File: config.mk
export PLATFORM = sky130hd
export DESIGN_NAME = pipe_seq_ctrl
export DESIGN_NICKNAME = d
export VERILOG_FILES = /design/src/rtl/pipe_seq_ctrl.sv
export SDC_FILE = /design/constraint.sdc
export NUM_CORES = 1
export LEC_CHECK = 0
export CAP_MARGIN = 25
export CORE_AREA = 2 2 39 41
export CTS_CLUSTER_SIZE = 14
export DETAILED_ROUTE_END_ITERATION = 16
export DIE_AREA = 0 0 41 43
export DONT_BUFFER_PORTS = 1
export PLACE_DENSITY = 0.52
export SYNTH_ARGS = -nofsm -noshare
export SYNTH_HDL_FRONTEND = slang
export SYNTH_SLANG_ARGS = --single-unit
File: constraint.sdc
create_clock -name clk -period 3 [get_ports clk]
set_clock_uncertainty 0.2 [all_clocks]
set_input_delay 0.3 -clock clk [delete_from_list [all_inputs] [get_ports clk]]
set_output_delay 0.3 -clock clk [all_outputs]
set_load 0.05 [all_outputs]
File: src/rtl/pipe_seq_ctrl.sv
// Pipeline sequencing controller: merges hazard, redirect, memory-busy and halt
// requests into prioritised per-stage stall/flush/bubble controls.
module pipe_seq_ctrl #(
   parameter int unsigned LOAD_BUBBLES = 1,
   parameter int unsigned DRAIN_CYCLES = 3
) (
   input  logic clk,
   input  logic rst_n,
   input  logic ld_hazard,
   input  logic br_taken,
   input  logic mem_busy,
   input  logic d_halt,
   output logic pc_stall,
   output logic ifid_stall,
   output logic ifid_flush,
   output logic idex_nop,
   output logic idex_stall,
   output logic exmem_stall,
   output logic halted
);

   localparam int unsigned CNT_W = 2;
   localparam logic [CNT_W-1:0] LB_INIT    = CNT_W'(LOAD_BUBBLES - 2);
   localparam logic [CNT_W-1:0] DRAIN_INIT = CNT_W'(DRAIN_CYCLES - 1);

   typedef enum logic [1:0] {
      RUN     = 2'd0,
      LDSTALL = 2'd1,
      DRAIN   = 2'd2,
      HALT    = 2'd3
   } state_t;

   state_t             state, state_nxt;
   logic [CNT_W-1:0]   cnt, cnt_nxt;
   logic               ld, br, mb, hlt;

   // Anything other than a clean 1 (including X/Z) reads as inactive.
   assign ld  = (ld_hazard === 1'b1);
   assign br  = (br_taken  === 1'b1);
   assign mb  = (mem_busy  === 1'b1);
   assign hlt = (d_halt    === 1'b1);

   always_ff @(posedge clk or negedge rst_n) begin
      if (!rst_n) begin
         state <= RUN;
         cnt   <= '0;
      end else begin
         state <= state_nxt;
         cnt   <= cnt_nxt;
      end
   end

   // Outputs are gated by rst_n so they drop immediately on reset assertion.
   always_comb begin
      state_nxt   = state;
      cnt_nxt     = cnt;
      pc_stall    = 1'b0;
      ifid_stall  = 1'b0;
      ifid_flush  = 1'b0;
      idex_nop    = 1'b0;
      idex_stall  = 1'b0;
      exmem_stall = 1'b0;
      halted      = 1'b0;

      if (rst_n) begin
         if (state == HALT) begin
            pc_stall    = 1'b1;
            ifid_stall  = 1'b1;
            idex_nop    = 1'b1;
            halted      = 1'b1;
            exmem_stall = mb;
         end else if (mb) begin
            pc_stall    = 1'b1;
            ifid_stall  = 1'b1;
            idex_stall  = 1'b1;
            exmem_stall = 1'b1;
         end else begin
            case (state)
               RUN: begin
                  if (br) begin
                     ifid_flush = 1'b1;
                     idex_nop   = 1'b1;
                  end else if (ld) begin
                     pc_stall   = 1'b1;
                     ifid_stall = 1'b1;
                     idex_nop   = 1'b1;
                     if (LOAD_BUBBLES > 1) begin
                        state_nxt = LDSTALL;
                        cnt_nxt   = LB_INIT;
                     end
                  end else if (hlt) begin
                     pc_stall   = 1'b1;
                     ifid_stall = 1'b1;
                     idex_nop   = 1'b1;
                     state_nxt  = DRAIN;
                     cnt_nxt    = DRAIN_INIT;
                  end
               end
               LDSTALL: begin
                  if (br) begin
                     ifid_flush = 1'b1;
                     idex_nop   = 1'b1;
                     state_nxt  = RUN;
                     cnt_nxt    = '0;
                  end else begin
                     pc_stall   = 1'b1;
                     ifid_stall = 1'b1;
                     idex_nop   = 1'b1;
                     if (cnt == '0) state_nxt = RUN;
                     else           cnt_nxt   = cnt - CNT_W'(1);
                  end
               end
               DRAIN: begin
                  pc_stall   = 1'b1;
                  ifid_stall = 1'b1;
                  idex_nop   = 1'b1;
                  if (cnt == '0) state_nxt = HALT;
                  else           cnt_nxt   = cnt - CNT_W'(1);
               end
               default: ;
            endcase
         end
      end
   end

endmodule

==> results of run 1 <==
logic make-up after synthesis:
logic type,synth area share (%)
muxes,6.17
adders and majority gates,18.5
buffers and inverters,6.48
DFF,24.7
and+or+nand+nor,15.4
AOI/OAI and AO/OA,28.7
worst paths after layout:
path	startpoint	to	cells past startpoint
worst max register to register	state[0]	state[0]	6
worst max-delay path	state[0]	pc_stall	6
worst min-delay path	rst_n	cnt[0]	2
min in group asynchronous	rst_n	state[0]	1
worst min register to register	cnt[0]	cnt[0]	1
max in group asynchronous	rst_n	cnt[0]	1
what timing repair did:
item / CTS / global route
endpoints found under the hold margin: 4 / 0
resized for setup: 0 / 0
hold buffers: 1 / 0
cells in the mapped netlist:
master and instances:
ha_1 6, inv_1 5, dfrtp_1 4, nor2_1 3, a21o_2 2, a21oi_1 2, and2_1 2, nand2_1 2
a21oi_4 1, buf_4 1, mux2_4 1, mux2i_1 1, nor2b_1 1, nor3b_2 1, nor4_1 1, o2111a_1 1
o211ai_2 1, o21a_1 1, o21ai_0 1, o21bai_4 1, o22ai_1 1, o41a_1 1, or3_1 1
worst max-delay path, cell delays in order, from the launching register on:
cell	delay [ns]
dfrtp_1	0.40
inv_1	0.10
ha_1	0.24
o21ai_0	0.08
a21oi_1	0.08
o41a_1	0.30
buf_4	0.24
final cells by class:
class / instances / area (sq um)
fill: 145 / 918
multi-input combinational: 31 / 279
sequential: 4 / 100
timing repair buffer: 3 / 25.0
clock buffer: 3 / 22.5
tap: 16 / 20.0
inverter: 5 / 18.8
per-stage QoR:
stage | hold slack, ns | area, sq um | cells
floorplan | -0.196 | 405 | 41
detailed placement | -0.195 | 433 | 58
CTS | 0.121 | 465 | 62
global placement | -0.195 | 433 | 58
global route | 0.136 | 465 | 62
finish | 0.130 | 465 | 62
registers in the layout, indices dropped and copies added, names as in the netlist:
signal  flops
cnt         2
state       2
routing by layer:
| metal | track usage, % | share of wire (%) | vias to the layer above |
|---|---|---|---|
| li1 | - | - | 157 |
| met1 | 13.6 | 43 | 143 |
| met2 | 14.1 | 52 | 7 |
| met3 | 5.24 | 5.8 | 0 |
| met4 | 8.00 | 0 | 0 |
| met5 | 0 | 0 | - |
power groups by stage:
| stage | sequential (mW) | combinational [mW] | clock [mW] |
|---|---|---|---|
| after floorplan | 0.0916 | 0.182 | 0 |
| after global placement | 0.0953 | 0.206 | 0 |
| after detailed placement | 0.0949 | 0.206 | 0 |
| after CTS | 0.0943 | 0.210 | 0.0670 |
| after global routing | 0.0991 | 0.223 | 0.0683 |
| final | 0.0954 | 0.207 | 0.0635 |
==> qor.yml, run 1 <==
outcome:
  status: "finished, final reports clean"
pwr:
  power.total_uw: 366
  switching_share_pct: 47.2
  seqPwrFrac_pct: 26.1
  p_comb_share_pct: 56.6
  power.switching_uw: 173
  p_per_area_nw_per_um2: 786
  pwr-share-clk_pct: 17.4
  p_int_uw: 193
  power.static_leakage_nw: 0.223
  vdd_drop_max_uv: 330
grt:
  antenna_found_initial: 0
  grt.total_usage_pct: 11.0
  gr-total-overflow: 0
  grt_pass1_vias: 293
  grt_max_degree: 8
  grt_pass1_wl_microns: 1240
timing:
  fin_crit_sh_pct: 72.9
  max_freq_ghz: 0.457
  layout_setup_ws_ns: 0.812
  period_needed_ns: 2.19
  finalSetupTns_ns: 0
  slew_headroom_pct: 66.4
  setup_viol: 0
  drv_slew: 0
  tightest_slew_ns: 0.504
  rsz0062_at_grt: "false"
  hold_viol: 0
clock_network:
  clk_latency_ns: 0.23
  cts-buffers-inserted: 3
  htree_levels: 1
  clk_pin_slew_ns: 0.03
  cts_num_sinks: 4
  clock_path_buffers: 2
  cts_root_buf: "clkbuf_4"
  cts_setup_buffers: 0
  cts_tree: "done"
die:
  core_region_area_sq_um: 1380
  ios: 13
  die_height_microns: 43
  fp.dieW_microns: 41
  rows: 14
  dieArea_sq_um: 1760
  start_util_pct: 29.3
place:
  dp_hpwl_microns: 589
  dp_slack_ns: 1.05
  place_congestion: 0.645
  portBuffers: 0
yosys:
  ys_seq_area_share_pct: 24.7
  synth.distinct_cells: 23
  synth.top_cell.area_share_pct: 24.7
  ys_warn_count: 0
  synth.area.top_cells: "dfrtp_1 25%, ha_1 19%, inv_1 4.6%, o21bai_4 4.6%, a21o_2 4.3%"
  syn_area_sq_um: 405
  syn_area_per_cell_sq_um: 9.89
  syn_nets: 53
  synth_cells: 41
  yosysTopAreaCell: "dfrtp_1"
  ys_ff_latch: 4
run:
  maxCapViolations: 0
route:
  drc: 0
  drtIter0Drc: 1
  routedWlPerCell_microns: 11.6
  via_count: 307
  drtAntennaViolNets: 0
  drt_wl_total_microns: 720
  detail_route.vias_per_cell: 4.95
  dr.pass1.iters: 2
final_layout:
  layout_commonest_cell: "ha_1"
  syn2layout_area_growth_pct: 14.8
  drive_above_1_share_pct: 26.1
  layout_common_cells: "6 x ha_1, 5 x inv_1, 4 x dfrtp_1"
  final_nets: 60
  utilization_pct: 33.6
  antenna_cells: 0
setup_path:
  criticalPathCategory: "reg -> out"
  startpoint_type: "flop"
  cp_max_fo: 5
  arrival_ns: 1.69
  critPathCaptureType: "output pin"
  cp_data_required_time_ns: 2.50
  r2r_slack_ns: 1.11
worst_hold_path:
  min_path_type: "in -> reg"
Power figures use the tool's default switching activity.
==> inputs of run 2 (changes only) <==
Clock period 3 ns to 2.05 ns, I/O delays scaled along.
==> run 2 against run 1 <==
The run now ends with setup timing left. Flip-flop and latch count unchanged. Hold slack worse by 0.10 ns. Clock power up 45%. First-iteration DRC count unchanged. Non-clock buffer count up 8. Total power up 71%. Die area unchanged. Worst setup slack worse by 0.82 ns. Final area up 27%. Via count up 4.2%. Core utilization up 9.1 points. Wire length up 9.7%. Largest cell class unchanged.
==> qor.yml, run 2 (synthesis gave the netlist of run 1 again) <==
outcome:
  status: "finished, violations left"
  violations: "setup timing"
final_layout:
  syn2layout_area_growth_pct: 46.0
  layout_common_cells: "8 x buf_4, 4 x dfrtp_1, 3 x inv_1, 3 x clkbuf_4"
  final_nets: 68  # +13%
  reg_top3: "cnt (2), state (2)"
  antenna_cells: 0  # unchanged
  drive_above_1_share_pct: 55.6  # +29 points
  utilization_pct: 42.8  # +9.1 points
  layout_commonest_cell: "buf_4"
clock_network:
  cts_num_sinks: 4  # unchanged
  cts_root_buf: "clkbuf_4"
  clock_path_buffers: 2  # unchanged
  clk_pin_slew_ns: 0.03  # about the same
  htree_levels: 1  # unchanged
  clk_latency_ns: 0.23  # about the same
  cts-buffers-inserted: 3  # unchanged
  cts_tree: "done"
timing:
  layout_setup_ws_ns: -0.00658  # -0.819 ns
  rsz0062_at_grt: "true"
  max_freq_ghz: 0.486
  period_needed_ns: 2.06
  tightest_slew_ns: 0.486  # -0.0174 ns
  hold_viol: 0  # unchanged
  holdWs_ns: 0.0282  # -0.102 ns
  fin_crit_sh_pct: 100
  slew_headroom_pct: 67.8  # +1.4 points
  setup_viol: 2  # +2
  drv_slew: 0  # unchanged
place:
  place_congestion: 0.615  # -4.7%
  dp_slack_ns: 0.148  # -0.903 ns
  dp_hpwl_microns: 567  # -3.7%
  portBuffers: 0  # unchanged
pwr:
  power.static_leakage_nw: 0.265  # +19%
  power.total_uw: 626  # +71%
  vdd_drop_max_uv: 399  # +21%
  p_per_area_nw_per_um2: 1060  # +34%
setup_path:
  cp_max_fo: 4  # -1
  criticalPathCategory: "reg -> out"
  cp_data_required_time_ns: 1.64  # -0.86 ns
  critPathCaptureType: "output pin"
  startpoint_type: "flop"
  slowest_delay_ns: 0.43  # +0.03 ns
  crit_chain: "buf_6, buf_4, ha_4, o41a_4, buf_12"
  cp_slowest_cell: "o41a_4"
  startpoint: "state[1]"
  arrival_ns: 1.65  # -0.04 ns
  r2r-start: "state[1]"
die:
  dieArea_sq_um: 1760  # unchanged
  ios: 13  # unchanged
  start_util_pct: 29.3  # unchanged
  die_height_microns: 43  # unchanged
  rows: 14  # unchanged
  fp.dieW_microns: 41  # unchanged
  core_region_area_sq_um: 1380  # unchanged
route:
  via_count: 320  # +4.2%
  routedWlPerCell_microns: 11.3  # -2.8%
  dr.pass1.iters: 2  # unchanged
  drt_wl_total_microns: 790  # +9.7%
  drc: 0  # unchanged
  drtAntennaViolNets: 0  # unchanged
  detail_route.vias_per_cell: 4.57  # -7.7%
  drtIter0Drc: 1  # unchanged
grt:
  antenna_found_initial: 0  # unchanged
  grt_max_degree: 8  # unchanged
  grt_pass1_wl_microns: 1050  # -16%
  grt_pass1_vias: 301  # +2.7%
  gr-total-overflow: 0  # unchanged
  grt.total_usage_pct: 8.96  # -2.0 points
worst_hold_path:
  min_path_type: "in -> reg"
  holdCritStartpoint: "rst_n"
run:
  maxCapViolations: 0  # unchanged
[run 2: changes by cell type in the layout (fill, tap and decap cells not counted), sizes merged]
cell | before | now
buf | 2 | 10
[run 2: critical path: cells and delay by family, from the launching register on]
kind            cells  cell delay, ns
fa+ha+maj           1            0.16
flops               1            0.39
buf+inv             3            0.43
compound gates      1            0.43
[run 2: final timing paths]
kind / slack, ns / endpoint / cells past startpoint
worst max-delay path: -0.007 / ifid_stall / 5
worst min-delay path: 0.03 / cnt[1] / 2
worst max register to register: 0.15 / state[0] / 7
worst min register to register: 0.34 / cnt[1] / 1
max in group asynchronous: 1.43 / cnt[0] / 1
min in group asynchronous: 0.05 / state[0] / 1
[run 2: cell type report]
class	count	area [sq um]
clock buffer	3	22.5
fill	136	792
inverter	5	18.8
multi-input combinational	31	329
sequential	4	100
tap	16	20.0
timing repair buffer	11	101
[run 2: report_power, final]
part           internal [mW]  total, mW  switching (mW)  leakage (nW)
combinational          0.177      0.398           0.222         0.205
clock                 0.0651     0.0920          0.0269        0.0138
sequential             0.108      0.135          0.0271        0.0464
[run 2: repair_timing]
action,4_1_cts,5_1_grt
endpoints found under the hold margin,4,0
hold buffers,1,0
resized for setup,4,10
endpoints found under the setup margin,2,3
pin swaps,0,4
gates cloned,0,0
buffers inserted,3,2
[run 2: metal layers]
layer,GRT usage (%),wire length (microns),vias to the layer above
met3,1.57,21,0
met5,0,0,-
li1,-,-,170
met2,12.5,394,4
met1,11.0,374,146
met4,8.00,0,0
[run 2: per-stage QoR]
stage / setup TNS, ns / area, sq um / std cells
2_1_floorplan: 0 / 407 / 41
3_3_place_gp: 0 / 469 / 61
3_5_place_dp: 0 / 469 / 61
4_1_cts: 0 / 532 / 68
5_1_grt: -0.102 / 592 / 70
6_report: -0.0126 / 592 / 70
